$ cat config.mk
export PLATFORM = sky130hd
export DESIGN_NAME = ov7670_sccb_master
export DESIGN_NICKNAME = d
export VERILOG_FILES = /design/src/rtl/ov7670_sccb_master.sv
export SDC_FILE = /design/constraint.sdc
export NUM_CORES = 1
export LEC_CHECK = 0
export CAP_MARGIN = 20
export CORE_UTILIZATION = 41
export CTS_BUF_LIST = sky130_fd_sc_hd__clkbuf_2 sky130_fd_sc_hd__clkbuf_4 sky130_fd_sc_hd__clkbuf_8
export DETAILED_ROUTE_END_ITERATION = 12
export PLACE_DENSITY = 0.63
export SETUP_SLACK_MARGIN = 0.3
export SYNTH_ARGS = -nofsm -noshare
export SYNTH_HDL_FRONTEND = slang
export SYNTH_SLANG_ARGS = --single-unit
$ cat constraint.sdc
create_clock -name clk -period 8.6 [get_ports clk]
set_input_delay 2.15 -clock clk [delete_from_list [all_inputs] [get_ports clk]]
set_output_delay 2.15 -clock clk [all_outputs]
set_load 0.03 [all_outputs]
$ cat src/rtl/ov7670_sccb_master.sv
// SCCB 3-phase write master for the OV7670: device ID, register address, value.
// Define OV7670_SCCB_NACK_DETECT_EN to sample the ACK bits and report nack.
module ov7670_sccb_master #(
    parameter int         CLK_DIV   = 250,
    parameter logic [7:0] DEVICE_ID = 8'h42
) (
    input  logic        clk,
    input  logic        reset,
    input  logic        start,
    input  logic [15:0] data,
    output logic        ready,
    output logic        done,
    output logic        nack,
    output logic        sioc,
    output logic        siod_out,
    output logic        siod_oe,
    input  logic        siod_in
);
    localparam int DW = $clog2(CLK_DIV);

    typedef enum logic [2:0] {
        S_IDLE, S_START, S_BYTE, S_STOP, S_BUSFREE, S_DONE
    } state_t;

    state_t        state_q, state_d;
    logic [DW-1:0] div_q, div_d;
    logic [1:0]    qtr_q, qtr_d;
    logic [4:0]    bit_q, bit_d;
    logic [15:0]   data_q, data_d;
    logic          err_q, err_d;
    logic          nack_q, nack_d;
    logic          sioc_q, sioc_d;
    logic          siod_q, siod_d;
    logic          oe_q, oe_d;
    logic          tick;
    logic [4:0]    cur_bip;
    logic [4:0]    nxt_bip;
    logic [4:0]    nxt_phase;
    logic [7:0]    nxt_byte;

    assign tick    = (div_q == DW'(CLK_DIV - 1));
    assign cur_bip = bit_q % 5'd9;

`ifndef OV7670_SCCB_NACK_DETECT_EN
    logic unused_siod;
    assign unused_siod = siod_in;
`endif

    always_comb begin
        state_d = state_q;
        div_d   = div_q;
        qtr_d   = qtr_q;
        bit_d   = bit_q;
        data_d  = data_q;
        err_d   = err_q;
        nack_d  = nack_q;
        case (state_q)
            S_IDLE, S_DONE: begin
                state_d = S_IDLE;
                if (start) begin
                    state_d = S_START;
                    div_d   = '0;
                    qtr_d   = '0;
                    bit_d   = '0;
                    data_d  = data;
                    err_d   = 1'b0;
                    nack_d  = 1'b0;
                end
            end
            default: begin
                div_d = tick ? '0 : div_q + 1'b1;
                if (tick) begin
                    qtr_d = qtr_q + 2'd1;
`ifdef OV7670_SCCB_NACK_DETECT_EN
                    if (state_q == S_BYTE && qtr_q == 2'd2 &&
                        cur_bip == 5'd8 && siod_in)
                        err_d = 1'b1;
`endif
                    if (qtr_q == 2'd3) begin
                        unique case (state_q)
                            S_START: state_d = S_BYTE;
                            S_BYTE: begin
                                if (bit_q == 5'd26) state_d = S_STOP;
                                else bit_d = bit_q + 5'd1;
                            end
                            S_STOP: state_d = S_BUSFREE;
                            default: begin
                                state_d = S_DONE;
                                nack_d  = err_q;
                            end
                        endcase
                    end
                end
            end
        endcase
    end

    // Pin levels are derived from the next state so they change with it.
    always_comb begin
        nxt_bip   = bit_d % 5'd9;
        nxt_phase = bit_d / 5'd9;
        case (nxt_phase)
            5'd0:    nxt_byte = DEVICE_ID;
            5'd1:    nxt_byte = data_d[15:8];
            default: nxt_byte = data_d[7:0];
        endcase
        sioc_d = 1'b1;
        siod_d = 1'b1;
        oe_d   = 1'b1;
        case (state_d)
            S_START: begin
                sioc_d = ~qtr_d[1];
                siod_d = (qtr_d == 2'd0);
            end
            S_BYTE: begin
                sioc_d = qtr_d[0] ^ qtr_d[1];
                if (nxt_bip == 5'd8) oe_d = 1'b0;
                else siod_d = nxt_byte[3'(5'd7 - nxt_bip)];
            end
            S_STOP: begin
                sioc_d = (qtr_d != 2'd0);
                siod_d = qtr_d[1];
            end
            default: ;
        endcase
    end

    always_ff @(posedge clk) begin
        if (reset) begin
            state_q <= S_IDLE;
            div_q   <= '0;
            qtr_q   <= '0;
            bit_q   <= '0;
            data_q  <= '0;
            err_q   <= 1'b0;
            nack_q  <= 1'b0;
            sioc_q  <= 1'b1;
            siod_q  <= 1'b1;
            oe_q    <= 1'b1;
        end else begin
            state_q <= state_d;
            div_q   <= div_d;
            qtr_q   <= qtr_d;
            bit_q   <= bit_d;
            data_q  <= data_d;
            err_q   <= err_d;
            nack_q  <= nack_d;
            sioc_q  <= sioc_d;
            siod_q  <= siod_d;
            oe_q    <= oe_d;
        end
    end

    assign ready    = (state_q == S_IDLE) || (state_q == S_DONE);
    assign done     = (state_q == S_DONE);
    assign nack     = nack_q;
    assign sioc     = sioc_q;
    assign siod_out = siod_q;
    assign siod_oe  = oe_q;

endmodule

# After elaboration in Yosys (flattened, before gate mapping)
# Index checks and enable logic that the tools add are counted.
# totals
memories	0
inputBits	20
latch_bits	0
regBits	38
ramBits	0
out_inout_bits	6
rom_bits	0
elab_cells	76
# op_classes
shift	0
reduce_logical	11
div_mod_pow	2
n_addsub	4
order_cmp	1
n_bitwise	3
eq_ne	14
muxes	32
mul	0
# ops
operator	n
$mux 16	2
$mux 5	6
$mux 8	3
$pmux 8 s2	1
$eq 3x2->1 const B	4
$mux 3	4
$mux 1	9
$pmux 3 s3	1
$add 8x1->8 const B	1
$eq 8x8->1 const B	1
$eq 3x1->1 const B	2
$mux 2	3
$pmux 1 s3	2
$reduce_bool 2->1	3
$add 5x1->5 const B	1
$div 5x4->5 const B	1
$eq 5x1->1 const B	1
$eq 5x4->1 const B	1
$eq 5x5->1 const B	1
$logic_not 5->1	1
$mod 5x4->5 const B	1
$lt 3x4->1 const B	1
$reduce_and 4->1	1
$reduce_or 2->1	2
other kinds (13)	14

# Logic depth before layout (Yosys ltp)
# Gate-level depths: netlist of run 1.
# depth
ltp_word	13
depth_mapped	17
ltp_nobuf	16

# Least setup slack after synthesis of run 1
# Ideal clock, no wire load.
# synth_path
path_type	input-to-reg
startpoint	input start
endpoint	register siod_q, in the netlist siod_out
n_path_buf	0
slack_ps	4310
required_time_ps	8471
path_stages	13
setup_time_ps	129
arrival_time_ps	4162
cell_sequence	nor3_1 -> o21ai_0 -> nand2_1 -> inv_1 -> ha_1 -> inv_1 -> nand3_1 -> a211oi_1 -> o21ai_0 -> a211oi_1 -> a21oi_1 -> o211ai_1 -> o211ai_1
# synth_between
elab_chain_cells	9
word_cells_on_any_way	23
cone_classes	add/sub (1); div (2); eq/ne (5); mux (13); reduce/logical (2)
# synth_lines
element	line_no	rtl
start: declaration	9	input logic start,
$mux 5	60	if (start) begin
$mux 5	57	case (state_q)
$div 5x4->5	101	nxt_phase = bit_d / 5'd9;
$eq 5x1->1 or $logic_not 5->1 (tied branches)	102	case (nxt_phase)
$pmux 8 s2	102	
$bmux 1 s3	118	else siod_d = nxt_byte[3'(5'd7 - nxt_bip)];
$mux 1 (implied by the code)	118	
$mux 1	117	if (nxt_bip == 5'd8) oe_d = 1'b0;
$pmux 1 s3 (*)	110	case (state_d)
end signal: assignment	149	siod_q <= siod_d;
end: declaration	33	logic siod_q, siod_d;
# Mark *: on every way between the ends. The rest lies on a longest branch, timed or not. The select of a mux whose other input is x is not followed.
# A chain may end at the register's enable or synchronous reset.

# Final worst setup path of run 1
# Ends and elaborated chain as after synthesis.

==> results of run 1 <==
[worst min-delay path, cell delays in order, from the launching register on]
cell	delay [ps]
dfxtp_1	310
nand2_1	50
a21oi_1	50
[power groups by stage]
stage / logic, mW / registers, mW / clock network (mW)
4_1_cts: 0.0410 / 0.181 / 0.117
5_1_grt: 0.0457 / 0.182 / 0.125
2_1_floorplan: 0.0266 / 0.183 / 0
6_report: 0.0408 / 0.181 / 0.112
3_5_place_dp: 0.0408 / 0.185 / 0
3_3_place_gp: 0.0409 / 0.185 / 0
[flip-flops by register name (all words and copies together) (netlist names)]
register	flops
siod_out	1
siod_oe	1
div_q	8
sioc	1
bit_q	5
state_q	3
data_q	16
qtr_q	2
[layout by cell type (no fill, tap or decap), types with 5 or more instances in the layout]
cell             count
nand3_1             12
clkbuf_8             5
a21oi_1             25
o21ai_0             12
nor2_1              43
a211oi_1             5
ha_1                 7
dfxtp_1             37
nor3_1               7
o22ai_1              6
mux2i_1             15
inv_1                7
and3_1               7
nand2_1             37
clkdlybuf4s50_1     23
[final timing paths]
check | from | end | slack, ps
worst max-delay path | start | siod_out$_SDFF_PP1_ | 3440
worst max register to register | state_q[0]$_SDFF_PP0_ | siod_out$_SDFF_PP1_ | 4820
worst min register to register | data_q[4]$_SDFF_PP0_ | data_q[4]$_SDFF_PP0_ | 450
worst min-delay path | data_q[4]$_SDFF_PP0_ | data_q[4]$_SDFF_PP0_ | 450
[through the flow]
stage	hold slack, ps	std cells	cell area [um2]
global placement	439	375	2520
floorplan	431	293	2250
finish	453	381	2600
global route	474	381	2600
CTS	456	381	2600
detailed placement	447	375	2520
[routing by layer]
metal	up-vias	global-route usage (%)	wire length [um]
met3	2	3.95	247
met5	-	0	0
met4	0	7.12	29
met2	47	29.3	2290
met1	972	26.9	2520
li1	1098	-	-
[logic make-up (layout without fill, tap and decap cells)]
family,after synthesis,after routing
AO/OA/AOI/OAI,75,75
XOR/XNOR,3,3
adder cells (fa/ha/maj),7,7
buffers and inverters,20,38
flip-flops,37,37
multiplexers,20,20
other,1,1
AND/OR/NAND/NOR,130,130
[area by class of cell]
cell class	instances	area, um2
clock inverters	1	5.00
well taps	70	87.6
fillers	510	2610
repair buffers	25	245
clock buffers	5	68.8
flip-flops and latches	37	741
multi-input cells	236	1430
inverters	7	26.3
==> flow_summary.yaml, run 1 <==
outcome:
  outcome: "finished, final reports clean"
die:
  rows: 26
  die_w_um: 76.1
  io-pin-count: 26
  die_area_mm2: 0.00578
  fp.coreArea_mm2: 0.00520
  die_h_um: 76.1
  initial_core_util_pct: 43.2
clocking:
  cts-hold-fix-buffers: 0
  cts-root-buf: "clkbuf_8"
  cts_resized: 0
  clkTransAtPathRegs_ps: 70
  worstSkewPairLatency_ps: 280
  cts_setup_buffers: 0
  cts_sinks: 37
  cts_buffer_depth: 2
  cts-htree-levels: 2
  cts_tree: "built"
  cts_buffers: 5
placed_design:
  gp_congestion: 0.869
  dp_hpwl_um: 3650
  port-buffer-count: 23
  post-place-ws_ps: 3180
worst_setup_path:
  crit_path_max_incr_delay_ps: 500
  cp.buffers_inverters: 3
  end_kind: "flip-flop"
  critPathTopFamily: "compound AO/OA/AOI/OAI gates"
  worstRegToRegCells: 14
  startpoint_type: "primary input"
  crit_slowest_cell: "clkdlybuf4s50_1"
  worstSetupPathType: "in -> reg"
  worst-endpoint-arrival_ps: 5350
  worst-endpoint-required_ps: 8790
  cp.depth: 14
  cp_max_fo: 5
  cp_cell_sequence: "clkdlybuf4s50_1 -> nor3_1 -> o21ai_0 -> nand2_1 -> inv_1 -> ha_1 -> inv_1 -> nand3_1 -> a211oi_1 -> o21ai_0 -> and2_1 -> a211oi_1 -> a31oi_1 -> o211ai_1"
synth:
  yosysSeqAreaShare_pct: 32.9
  synth_compound_area_share_pct: 21.0
  synth-edff-count: 0
  synth_xor_area_share_pct: 1.50
  synth.area.top_cells: "dfxtp_1 (33%), nor2_1 (7.2%), mux2i_1 (6.7%)"
  synth_ff_type: "dfxtp_1"
  avgSynthCellArea_um2: 7.67
  yosysWarnings: 0
  yosys.area_share.simple_pct: 27.5
  synth_fp_nets: 320
  synthAdderAreaFrac_pct: 3.90
  synth_most_common_cell: "nor2_1"
  syn_area_mm2: 0.00225
  synth.largest_area_cell: "dfxtp_1"
  synth_cell_type_count: 53
  ys_ff_latch: 37
  synthTopCellsByCount: "nor2_1 (43), dfxtp_1 (37), nand2_1 (37)"
  synth.top_cell.area_share_pct: 32.9
  postSynthCellCount: 293
  ys_async_sr_fraction_pct: 0
  synth.mux.area_fraction_pct: 9.29
  synth_top_family_by_area: "simple AND/OR/NAND/NOR gates"
routing:
  via_count: 2119
  first_pass_iters: 4
  post_drt_wl_per_cell_um: 13.3
  drc: 0
  postRouteAntennaNets: 0
  dr.first_iter.drc_count: 157
  wirelength_um: 5080
  vias_per_cell: 5.56
final_layout:
  fin_nets: 339
  diodes: 0
  synthToLayoutAreaGrowth_pct: 15.6
  drive_gt1_share_pct: 6.43
  utilization_pct: 49.9
pwr:
  switching_share_pct: 25.4
  combPwrFrac_pct: 12.2
  power_frac_seq_pct: 54.3
  peakVddDrop_mv: 0.0818
  p_leak_nw: 0.997
  p_int_uw: 249
  power.switching_uw: 84.7
  clock_power_share_pct: 33.5
  cellPowerDensity_mw_per_mm2: 128
  power_uw: 333
global_routing:
  grt_max_degree: 37
  grt_pass1_vias: 1899
  grt_pass1_wl_um: 9000
  overflow: 0
  grt_usage_pct: 19.3
  antenna_found_initial: 0
sta:
  setup_viol: 0
  setup-tns-final_ps: 0
  worst_clock_skew_ps: 4.55
  finalHoldViolCount: 0
  fin_crit_ps: 5160
  layout_setup_ws_ps: 3440
  worstMarginPinSlew_ps: 593
  finalCritPeriodShare_pct: 60.0
  maxSlewViolCount: 0
  max-slew-margin-rel_pct: 59.3
  fmax_mhz: 194
  grt_setup_unrepaired: "false"
worst_hold_path:
  hold_class: "reg -> reg"
  hold-path-cell-count: 2
run:
  max_cap_violations: 0
(Power assumes the default switching activity.)
==> inputs of run 2 (changes only) <==
- clock period: 8.6 -> 5.4 ns (I/O delays scaled with it)
==> run 2 against run 1 <==
  * First-iteration DRC count rose by 5.7%
  * Via count fell by 0.71%
  * Power rose by 64%
  * Die area did not move
  * Wire length rose by 4.8%
  * Final cell count rose by 0.52%
  * Utilization rose by 0.24 points
==> flow_summary.yaml, run 2 (synthesis results as in run 1) <==
worst_setup_path:
  worst-endpoint-arrival_ps: 4580
  critPathTopFamily: "compound AO/OA/AOI/OAI gates"
  worstRegToRegCells: 14
  startpoint: "start"
  startpoint_type: "primary input"
  cp_max_fo: 5
  worst-endpoint-required_ps: 5600
  worstSetupPathType: "in -> reg"
  crit_slowest_cell: "clkdlybuf4s50_1"
  end_kind: "flip-flop"
  cp.depth: 14
  cp_cell_sequence: "clkdlybuf4s50_1 -> nor3_1 -> o21ai_0 -> nand2_1 -> inv_1 -> ha_1 -> inv_1 -> nand3_1 -> a211oi_1 -> o21ai_0 -> and2_1 -> a211oi_1 -> a31oi_1 -> o211ai_1"
  r2r-start: "state_q[0]$_SDFF_PP0_"
  crit_path_max_incr_delay_ps: 500
  cp.buffers_inverters: 3
sta:
  setup_viol: 0
  worstMarginPinSlew_ps: 656
  max-slew-margin-rel_pct: 55.0
  finalHoldViolCount: 0
  fmax_mhz: 229
  finalCritPeriodShare_pct: 81.0
  worst_clock_skew_ps: 2.99
  grt_setup_unrepaired: "false"
  maxSlewViolCount: 0
  fin_crit_ps: 4380
  setup-tns-final_ps: 0
  holdWs_ps: 455
final_layout:
  largest_register_ffs: 16
  final_common_cell: "nor2_1"
  diodes: 0
  final_cell_mix: "nor2_1 (43), nand2_1 (37), dfxtp_1 (37)"
  biggestRegsByFlops: "data_q (16), div_q (8), bit_q (5)"
  drive_gt1_share_pct: 7.03
  synthToLayoutAreaGrowth_pct: 16.1
  regMostFlops: "data_q"
  final_cell_count_no_fill: 383
  fin_nets: 339
worst_hold_path:
  holdCritStartpoint: "data_q[12]$_SDFF_PP0_"
  hold_class: "reg -> reg"
  hold-path-cell-count: 2
pwr:
  peakVddDrop_mv: 0.117
  cellPowerDensity_mw_per_mm2: 210
  p_leak_nw: 1.00
clocking:
  cts-htree-levels: 2
  cts_tree: "built"
  clkTransAtPathRegs_ps: 80
  cts_buffers: 5
  cts_buffer_depth: 2
  cts-root-buf: "clkbuf_8"
  cts_resized: 0
  cts_sinks: 37
  cts_setup_buffers: 0
  cts-hold-fix-buffers: 0
  worstSkewPairLatency_ps: 290
routing:
  wirelength_um: 5330
  postRouteAntennaNets: 0
  post_drt_wl_per_cell_um: 13.9
  via_count: 2104
  dr.first_iter.drc_count: 166
  drc: 0
  vias_per_cell: 5.49
  first_pass_iters: 4
die:
  die_h_um: 76.1
  fp.coreArea_mm2: 0.00520
  die_area_mm2: 0.00578
  initial_core_util_pct: 43.2
  rows: 26
  die_w_um: 76.1
  io-pin-count: 26
run:
  max_cap_violations: 0
global_routing:
  overflow: 0
  grt_pass1_vias: 1904
  antenna_found_initial: 0
  grt_pass1_wl_um: 9020
  grt_usage_pct: 19.2
  grt_max_degree: 37
placed_design:
  gp_congestion: 0.874
  port-buffer-count: 23
  dp.cells: 375
  dp_hpwl_um: 3750
outcome:
  outcome: "finished, final reports clean"
run 2: changes by cell type in the layout (fill, tap and decap cells not counted):
cell / change
clkinvlp_4: +1
clkinv_2: +1
run 2: path summary, 6_finish.rpt:
path | to | slack (ps)
hold / removal | data_q[12]$_SDFF_PP0_ | 460
setup / recovery | siod_out$_SDFF_PP1_ | 1020
hold reg to reg | data_q[12]$_SDFF_PP0_ | 460
setup reg to reg | siod_out$_SDFF_PP1_ | 1590
run 2: final cells by class:
| type | count | area, um2 |
|---|---|---|
| fill | 532 | 2590 |
| clock inverter | 3 | 17.5 |
| inverter | 7 | 26.3 |
| timing repair buffer | 25 | 245 |
| sequential | 37 | 741 |
| clock buffer | 5 | 68.8 |
| multi-input combinational | 236 | 1430 |
| tap | 70 | 87.6 |
run 2: per-layer routing:
layer  routed length, um  GRT usage, %  vias up  part of all wire, %
met4                 101          7.69        0                  1.9
met3                 176          3.59        8                  3.3
met1                2760          27.6      968                   52
met2                2300          28.2       37                   43
met5                   0             0        -                    0
li1                    -             -     1091                    -
run 2: per-stage QoR:
stage | instance area (um2) | setup WS (ps) | power (mW) | util, %
4_1_cts | 2610 | 1060 | 0.555 | 50.2
3_3_place_gp | 2520 | 785 | 0.359 | 48.5
3_5_place_dp | 2520 | 774 | 0.360 | 48.5
6_report | 2610 | 1020 | 0.548 | 50.2
2_1_floorplan | 2250 | 1910 | 0.334 | -
5_1_grt | 2610 | 745 | 0.573 | 50.2
run 2: report_power, final:
part / switching (mW) / internal [mW]
registers: 0.00631 / 0.282
clock network: 0.105 / 0.0891
logic: 0.0362 / 0.0291
run 2: worst register-to-register path: cells and delay by family, from the launching register on:
kind                     cells  cell delay (ps)
AND/OR/NAND/NOR              5             1180
AO/OA/AOI/OAI                5             1010
flip-flops                   1              650
XOR/XNOR                     1              420
adder cells (fa/ha/maj)      1              250
buffers and inverters        2              230
